===== src/rtl/log_antilog_mac_seq.sv =====
// Sequential log-domain MAC: per term, adds phi and weight logs, applies a Mitchell
// antilog and accumulates the signed products, one term per clock.
module log_antilog_mac_seq #(
    parameter int Q_ORD     = 7,
    parameter int WIDTH     = 16,
    parameter int QP        = 12,
    parameter int LOG_WIDTH = 17,
    parameter int ACC_WIDTH = 32
) (
    input  logic                         clk,
    input  logic                         reset,
    input  logic                         in_valid,
    output logic                         in_ready,
    input  logic [Q_ORD*LOG_WIDTH-1:0]   phi_log_packed,
    input  logic [Q_ORD-1:0]             phi_sign_packed,
    input  logic [Q_ORD-1:0]             phi_valid_packed,
    input  logic [Q_ORD*LOG_WIDTH-1:0]   w_log_packed,
    input  logic [Q_ORD-1:0]             w_sign_packed,
    input  logic [Q_ORD-1:0]             w_valid_packed,
    output logic signed [WIDTH-1:0]      y_out,
    output logic                         out_valid,
    input  logic                         out_ready
);

    localparam int CNT_W = (Q_ORD > 1) ? $clog2(Q_ORD) : 1;
    localparam int S_W   = LOG_WIDTH + 1;
    localparam int EXP_W = S_W - QP;
    localparam int UP_W  = QP + 1 + (1 << (EXP_W - 1));
    localparam logic [CNT_W-1:0] LAST = CNT_W'(Q_ORD - 1);
    localparam logic [UP_W-1:0] MAG_MAX = UP_W'({(ACC_WIDTH-1){1'b1}});
    localparam logic signed [ACC_WIDTH-1:0] Y_MAX = ACC_WIDTH'({(WIDTH-1){1'b1}});
    localparam logic signed [ACC_WIDTH-1:0] Y_MIN = ~Y_MAX;

    typedef enum logic [1:0] {IDLE, ACC, DONE} state_t;
    state_t state, state_next;

    logic [Q_ORD*LOG_WIDTH-1:0] phi_log_r, w_log_r;
    logic [Q_ORD-1:0]           phi_sign_r, phi_valid_r, w_sign_r, w_valid_r;
    logic [CNT_W-1:0]           cnt;
    logic signed [ACC_WIDTH-1:0] acc;

    logic signed [LOG_WIDTH-1:0] phi_arr [Q_ORD];
    logic signed [LOG_WIDTH-1:0] w_arr   [Q_ORD];

    for (genvar g = 0; g < Q_ORD; g++) begin : g_unpack
        assign phi_arr[g] = phi_log_r[g*LOG_WIDTH +: LOG_WIDTH];
        assign w_arr[g]   = w_log_r[g*LOG_WIDTH +: LOG_WIDTH];
    end

    // Handshake: a frame transfers on an edge with in_valid && in_ready; a result
    // transfers on an edge with out_valid && out_ready. Neither side may retract early.
    assign in_ready  = (state == IDLE);
    assign out_valid = (state == DONE);

    always_ff @(posedge clk) begin
        if (!reset) state <= IDLE;
        else        state <= state_next;
    end

    always_comb begin
        state_next = state;
        case (state)
            IDLE:    if (in_valid)    state_next = ACC;
            ACC:     if (cnt == LAST) state_next = DONE;
            DONE:    if (out_ready)   state_next = IDLE;
            default: state_next = IDLE;
        endcase
    end

    logic signed [S_W-1:0]       s;
    logic signed [EXP_W-1:0]     e;
    logic [EXP_W-1:0]            ne;
    logic [QP:0]                 m;
    logic [UP_W-1:0]             up;
    logic [ACC_WIDTH-1:0]        mag;
    logic signed [ACC_WIDTH:0]   term;
    logic signed [ACC_WIDTH:0]   sum;
    logic signed [ACC_WIDTH-1:0] acc_next;
    logic signed [WIDTH-1:0]     y_sat;

    always_comb begin
        s  = {phi_arr[cnt][LOG_WIDTH-1], phi_arr[cnt]} + {w_arr[cnt][LOG_WIDTH-1], w_arr[cnt]};
        e  = s[S_W-1:QP];
        ne = -e;
        m  = {1'b1, s[QP-1:0]};
        up = '0;
        if (!e[EXP_W-1]) begin
            up  = UP_W'(m) << e;
            mag = (up > MAG_MAX) ? ACC_WIDTH'(MAG_MAX) : up[ACC_WIDTH-1:0];
        end else if (ne > EXP_W'(QP)) begin
            mag = '0;
        end else begin
            mag = ACC_WIDTH'(m >> ne);
        end
        if (!phi_valid_r[cnt] || !w_valid_r[cnt]) mag = '0;

        term = (phi_sign_r[cnt] ^ w_sign_r[cnt]) ? -$signed({1'b0, mag}) : $signed({1'b0, mag});
        sum  = {acc[ACC_WIDTH-1], acc} + term;
        // Both operands fit ACC_WIDTH, so a top-two-bit disagreement is exactly overflow.
        if (sum[ACC_WIDTH] != sum[ACC_WIDTH-1])
            acc_next = sum[ACC_WIDTH] ? {1'b1, {(ACC_WIDTH-1){1'b0}}} : {1'b0, {(ACC_WIDTH-1){1'b1}}};
        else
            acc_next = sum[ACC_WIDTH-1:0];

        if (acc_next > Y_MAX)      y_sat = Y_MAX[WIDTH-1:0];
        else if (acc_next < Y_MIN) y_sat = Y_MIN[WIDTH-1:0];
        else                       y_sat = acc_next[WIDTH-1:0];
    end

    always_ff @(posedge clk) begin
        if (!reset) begin
            phi_log_r   <= '0;
            w_log_r     <= '0;
            phi_sign_r  <= '0;
            phi_valid_r <= '0;
            w_sign_r    <= '0;
            w_valid_r   <= '0;
            cnt         <= '0;
            acc         <= '0;
            y_out       <= '0;
        end else begin
            case (state)
                IDLE: begin
                    if (in_valid) begin
                        phi_log_r   <= phi_log_packed;
                        w_log_r     <= w_log_packed;
                        phi_sign_r  <= phi_sign_packed;
                        phi_valid_r <= phi_valid_packed;
                        w_sign_r    <= w_sign_packed;
                        w_valid_r   <= w_valid_packed;
                        acc         <= '0;
                        cnt         <= '0;
                    end
                end
                ACC: begin
                    acc <= acc_next;
                    if (cnt == LAST) begin
                        y_out <= y_sat;
                        cnt   <= '0;
                    end else begin
                        cnt <= cnt + 1'b1;
                    end
                end
                default: ;
            endcase
        end
    end

endmodule


===== config.mk =====
export PLATFORM = sky130hd
export DESIGN_NAME = log_antilog_mac_seq
export DESIGN_NICKNAME = d
export VERILOG_FILES = /design/src/rtl/log_antilog_mac_seq.sv
export SDC_FILE = /design/constraint.sdc
export NUM_CORES = 1
export LEC_CHECK = 0
export CORE_ASPECT_RATIO = 1.5
export CORE_MARGIN = 4
export CORE_UTILIZATION = 55
export DETAILED_ROUTE_END_ITERATION = 6
export PLACE_DENSITY = 0.8
export RECOVER_POWER = 100
export SYNTH_ARGS = -nofsm -noshare
export SYNTH_HDL_FRONTEND = slang
export SYNTH_SLANG_ARGS = --single-unit

===== constraint.sdc =====
create_clock -name clk -period 17.4 [get_ports clk]
set_input_delay 5.22 -clock clk [delete_from_list [all_inputs] [get_ports clk]]
set_output_delay 5.22 -clock clk [all_outputs]
set_load 0.05 [all_outputs]

Yosys cells after proc, flatten, opt, wreduce, memory -nomap -nowiden --
Index checks and enable logic that the tools add are counted.
Operators by class: reduce and logical (&&, ||, !) cells 9, order comparisons 6, equal/unequal tests 7, shifts and indexed selects 2, mux-type cells 32, add/sub/neg operators 5, bitwise logic cells 2
Operators with widths (number):
- 2-to-1 mux 32 bit | 7
- binary-select mux 17 bit (select 3 bit) | 2
- 2-to-1 mux 17 bit | 4
- one-hot mux 32 bit (2 select lines) | 1
- greater-than comparator 45 x 31 -> 1 bit, second input constant | 1
- left shift 13 x 6 -> 45 bit | 1
- adder 33 bit | 1
- 2-to-1 mux 33 bit | 1
- negation 32 -> 33 bit | 1
- greater-than comparator 32 x 16 -> 1 bit, second input constant | 1
- < comparator 32 x 16 -> 1 bit, second input constant | 1
- 2-to-1 mux 16 bit | 2
- right shift 13 x 6 -> 32 bit | 1
- adder 17 x 17 -> 18 bit | 1
- binary-select mux 1 bit (select 3 bit) | 4
- greater-than comparator 6 x 4 -> 1 bit, second input constant | 1
- 2-to-1 mux 2 bit | 3
- 2-to-1 mux 3 bit | 2
- negation 6 bit | 1
- one-hot mux 2 bit (3 select lines) | 1
- one-hot mux 3 bit (2 select lines) | 1
- AND reduction 2 bit | 3
- >= comparator 4 bit, second input constant | 1
- < comparator 3 x 4 -> 1 bit, second input constant | 1
- 15 further kinds | 20
Storage, ports and cells: input port bits 270, register bits 319

Longest topological paths before layout --
Gate-level depths: netlist of the first run.
depth in word-level cells 18, mapped depth 58, depth with buffers taken out 47

Least setup slack after synthesis of the first run --
OpenSTA, ideal clock, no wires.
kind register -> register, start point register cnt[0], end point register y_out[10], stages on the path, launching flop included 55, setup slack 6.179 ns, data arrival time 11.099 ns, cell sequence dfxtp_1 -> clkbuf_1 -> buf_1 -> clkbuf_1 -> clkbuf_1 -> buf_1 -> nor2_1 -> a21oi_1 -> a21oi_1 -> ha_1 -> inv_1 -> fa_1 -> and2b_1 -> o221ai_2 -> a21o_2 -> o31ai_4 -> xnor2_4 -> buf_2 -> [19 not listed] -> o31ai_1 -> o21ai_0 -> nand2b_1 -> a211oi_1 -> nor2_1 -> xnor2_1 -> xnor2_4 -> ha_1 -> clkbuf_1 -> clkbuf_1 -> nor2_1 -> nand4_1 -> nor4b_1 -> or4bb_1 -> nand2_1 -> a22oi_4 -> buf_6 -> a221o_1
On the way: cells in the longest elaborated chain, start to end 18
Ends and longest elaborated chain:
- from (decl) | line 39 | logic [CNT_W-1:0] cnt;
- from (signal assigned) | line 141 | cnt <= cnt + 1'b1;
- inverter 3 -> 4 bit (implied by the code) | line 82 | s = {phi_arr[cnt][LOG_WIDTH-1], phi_arr[cnt]} + {w_arr[cnt][LOG_WIDTH-1], w_arr[cnt]};
- binary-select mux 17 bit (select 3 bit) | line 82
- 2-to-1 mux 17 bit (implied by the code) (2 in a row) | line 82
- adder 17 x 17 -> 18 bit | line 82
- left shift 13 x 6 -> 45 bit or negation 6 bit (tied branches) | line 88, 84
- greater-than comparator 45 x 31 -> 1 bit, or another cell as far along | line 89 | mag = (up > MAG_MAX) ? ACC_WIDTH'(MAG_MAX) : up[ACC_WIDTH-1:0];
- 2-to-1 mux 32 bit, on equally long branches | line 89, 90
- 2-to-1 mux 32 bit | line 87 | if (!e[EXP_W-1]) begin
- 2-to-1 mux 32 bit | line 95 | if (!phi_valid_r[cnt] || !w_valid_r[cnt]) mag = '0;
- negation 32 -> 33 bit | line 97 | term = (phi_sign_r[cnt] ^ w_sign_r[cnt]) ? -$signed({1'b0, mag}) : $signed({1'b0, mag});
- 2-to-1 mux 33 bit | line 97
- adder 33 bit | line 98 | sum = {acc[ACC_WIDTH-1], acc} + term;
- 2-to-1 mux 32 bit or inequality test 1 bit (tied branches) | line 101, 100
- 2-to-1 mux 32 bit | line 100 | if (sum[ACC_WIDTH] != sum[ACC_WIDTH-1])
- < comparator 32 x 16 -> 1 bit | line 106 | else if (acc_next < Y_MIN) y_sat = Y_MIN[WIDTH-1:0];
- 2-to-1 mux 16 bit | line 106
- 2-to-1 mux 16 bit | line 105 | if (acc_next > Y_MAX) y_sat = Y_MAX[WIDTH-1:0];
- to (signal assigned) | line 138 | y_out <= y_sat;
- to (decl) | line 20 | output logic signed [WIDTH-1:0] y_out,
Parallel ways exist; a longest one is shown, timed or not. The select of a mux whose other input is x is not followed. A chain may end at the register's enable or synchronous reset.

Worst setup path after layout of the first run --
start point input in_valid, end point register w_log_r[5]
On the way: cells in the longest elaborated chain, start to end 1
Ends and longest elaborated chain:
- from (decl) | line 12 | input logic in_valid,
- AND reduction 2 bit (no source line)
- to (signal assigned) | line 126 | w_log_r <= w_log_packed;
- to (decl) | line 37 | logic [Q_ORD*LOG_WIDTH-1:0] phi_log_r, w_log_r;
Every way passes these cells.

==> impl_metrics.json, run 1 <==
{
  "grt_pass1_vias": 19900,
  "syn-num-nets": 2914,
  "drive_above_1_share": 0.0719,
  "violations": "design-rule violations, max-capacitance violations, max-slew violations",
  "reg2regPathDepth": 43,
  "max-cap-violations": 6,
  "portBuffers": 287,
  "slew_viol_final": 496,
  "clkSlewWorstSetupHoldPaths_ps": 60,
  "fin_area_mm2": 0.0244,
  "synth_edf_count": 0,
  "firstDrtPassIters": 7,
  "yosys_register_bits": 319,
  "synth_top_cell_area_share": 0.313,
  "place_area_mm2": 0.0233,
  "yosysTopAreaCell": "dfxtp_1",
  "hold_depth": 2,
  "num_antenna_cells": 0,
  "critPathKind": "primary input to flip-flop",
  "status": "finished with violations",
  "grt_pass1_wl_um": 108000,
  "hold_violations": 0,
  "hold_end": "w_log_r[40]",
  "power_leakage_nw": 9.34,
  "initial_utilization": 0.556,
  "netlist_area_mm2": 0.0204,
  "finalNonFillerCells": 3251,
  "fin_setup_tns_ps": 0,
  "tightest_slew_ps": 7150,
  "place_inst": 3193,
  "hold_ws_ps": 462,
  "rrSetupSlack_ps": 2610,
  "worst_slack_ps": 2210,
  "clock_latency_ps": 600,
  "endpoint_kind": "flip-flop",
  "finClkSkew_ps": 23.1,
  "antenna_found_initial": 0,
  "ant_nets": 0,
  "holdBufCountCts": 0,
  "power.total_mw": 2.52,
  "cts_root_buffer": "clkbuf_16",
  "wl_um": 71600,
  "synth.area.top_cells": "dfxtp_1 (31%), nand2_1 (12%), a21boi_0 (10%)",
  "powerDensity_mw_per_mm2": 103,
  "die_h_um": 244,
  "max-slew-margin-rel": -3.77,
  "synth_cell_types": 117,
  "ys.flop_type": "dfxtp_1",
  "hold_path.class": "flip-flop to flip-flop",
  "startpoint_type": "primary input",
  "setup_viol": 0,
  "htree_levels": 1,
  "ios": 288,
  "rows": 86,
  "rsz0062_at_grt": "false",
  "synth.yosys.warnings": 0,
  "final_nets": 3066,
  "synth-async-reset-ratio": 0,
  "core_area_mm2": 0.0367,
  "cts_buffer_depth": 3,
  "regToRegStartpoint": "cnt[0]",
  "synth_seq_area_share": 0.313,
  "min_period_ps": 15190,
  "overflow": 0,
  "fin_util": 0.664,
  "synth_cells": 2590,
  "cts_resized": 0,
  "die_w_um": 165,
  "cts_setup_buffers": 0,
  "min-delay-start": "w_log_r[40]",
  "ir_drop_uv": 89.3,
  "final.period_utilization": 0.873,
  "grt_max_degree": 182,
  "post-dp-hpwl_um": 53400,
  "synth_area_per_cell_um2": 7.88,
  "drc": 1,
  "final_cell_mix": "nand2_1 (673), dfxtp_1 (316), a21boi_0 (271)",
  "cts.sinks": 319,
  "path_max_fanout": 181,
  "place.gp.congestion": 0.994,
  "layout_commonest_cell": "nand2_1",
  "flow.area_growth_from_synthesis_pct": 19.4,
  "vias": 20200,
  "drt_iter0_markers": 1925,
  "max_freq_mhz": 65.8,
  "grt_usage": 0.341,
  "worstReg2RegEnd": "y_out[6]",
  "wire_per_inst_um": 22.0,
  "avgViaCountPerCell": 6.21,
  "cts_tree": "done",
  "cp.required_ps": 17880,
  "dieArea_mm2": 0.0403,
  "place_ws_ps": 3800,
  "critPathArrivalTime_ps": 15670,
  "cts_made_buffers": 31
}
[metal layers]
metal / vias to the layer above / track usage / wire length (um) / share of wire
li1: 9522 / - / - / -
met1: 9517 / 0.376 / 25500 / 0.36
met2: 874 / 0.602 / 36300 / 0.51
met3: 284 / 0.0435 / 4120 / 0.058
met4: 0 / 0.223 / 5580 / 0.078
met5: - / 0 / 0 / 0
[worst max-delay path, cell delays in order]
cell	delay (ps)
dlygate4sd3_1	540
and2_0	3310
clkbuf_1	5240
nand2_1	740
a21boi_0	470
[Yosys cell counts, types with 15 or more instances]
cell type and instances:
a211oi_1 24, a21boi_0 271, a21o_1 34, a21oi_1 110
a221o_1 18, a31oi_1 23, and2_1 18, buf_1 18
buf_2 23, clkbuf_1 138, dfxtp_1 319, ha_1 52
inv_1 27, mux2_2 18, mux2i_1 40, mux4_2 37
nand2_1 673, nand3_1 43, nor2_1 159, nor2b_1 15
nor3_1 38, o211ai_1 16, o21a_1 19, o21ai_0 84
o311a_1 20, xnor2_1 31, xor2_1 25
[cells by family (layout without fill, tap and decap cells)]
family | Yosys count | in the layout | synth area share
simple gates | 1054 | 1054 | 0.225
compound gates | 791 | 791 | 0.286
flops | 319 | 319 | 0.313
buf+inv | 218 | 395 | 0.0445
mux | 95 | 95 | 0.0704
xor+xnor | 59 | 59 | 0.0275
fa+ha+maj | 54 | 54 | 0.0338
[flip-flops by register name, indices dropped and copies added (netlist names)]
| register | count |
|---|---|
| phi_log_r | 119 |
| w_log_r | 119 |
| acc | 32 |
| y_out | 16 |
| phi_sign_r | 7 |
| phi_valid_r | 7 |
| w_sign_r | 7 |
| w_valid_r | 7 |
| cnt | 3 |
| state | 2 |
[where the power goes]
| group | internal, mW | switching [mW] |
|---|---|---|
| clock | 0.438 | 0.299 |
| combinational | 0.355 | 0.614 |
| sequential | 0.780 | 0.0359 |
[area by class of cell]
| class | instances | area, um^2 |
|---|---|---|
| fillers | 3058 | 12300 |
| flip-flops and latches | 319 | 6390 |
| inverters | 28 | 105 |
| well taps | 484 | 606 |
| clock inverters | 17 | 270 |
| repair buffers | 309 | 3020 |
| clock buffers | 41 | 853 |
| multi-input cells | 2053 | 13100 |
[worst max-delay path by stage]
| stage | startpoint | end | slack [ps] | cells past startpoint |
|---|---|---|---|---|
| global route | in_valid | w_log_r[5] | 1330 | 5 |
| global placement | cnt[0] | y_out[8] | 3900 | 49 |
| CTS | cnt[0] | y_out[6] | 3700 | 49 |
| finish | in_valid | w_log_r[5] | 2210 | 5 |
| detailed placement | cnt[0] | y_out[6] | 3800 | 49 |
| floorplan | cnt[0] | y_out[10] | 6180 | 54 |
No activity file was read; power rests on OpenSTA's default activity.
==> run 2, diff against run 1 <==
--- a/config.mk
+++ b/config.mk
@@ -5,9 +5,11 @@
 export SDC_FILE = /design/constraint.sdc
 export NUM_CORES = 1
 export LEC_CHECK = 0
+export ABC_CLOCK_PERIOD_IN_PS = 17400
 export CORE_ASPECT_RATIO = 1.5
 export CORE_MARGIN = 4
 export CORE_UTILIZATION = 55
+export CTS_CLUSTER_DIAMETER = 150
 export DETAILED_ROUTE_END_ITERATION = 6
 export PLACE_DENSITY = 0.8
 export RECOVER_POWER = 100
==> results of run 2 <==
No change in the layout: final DEF, timing and power equal those of run 1.
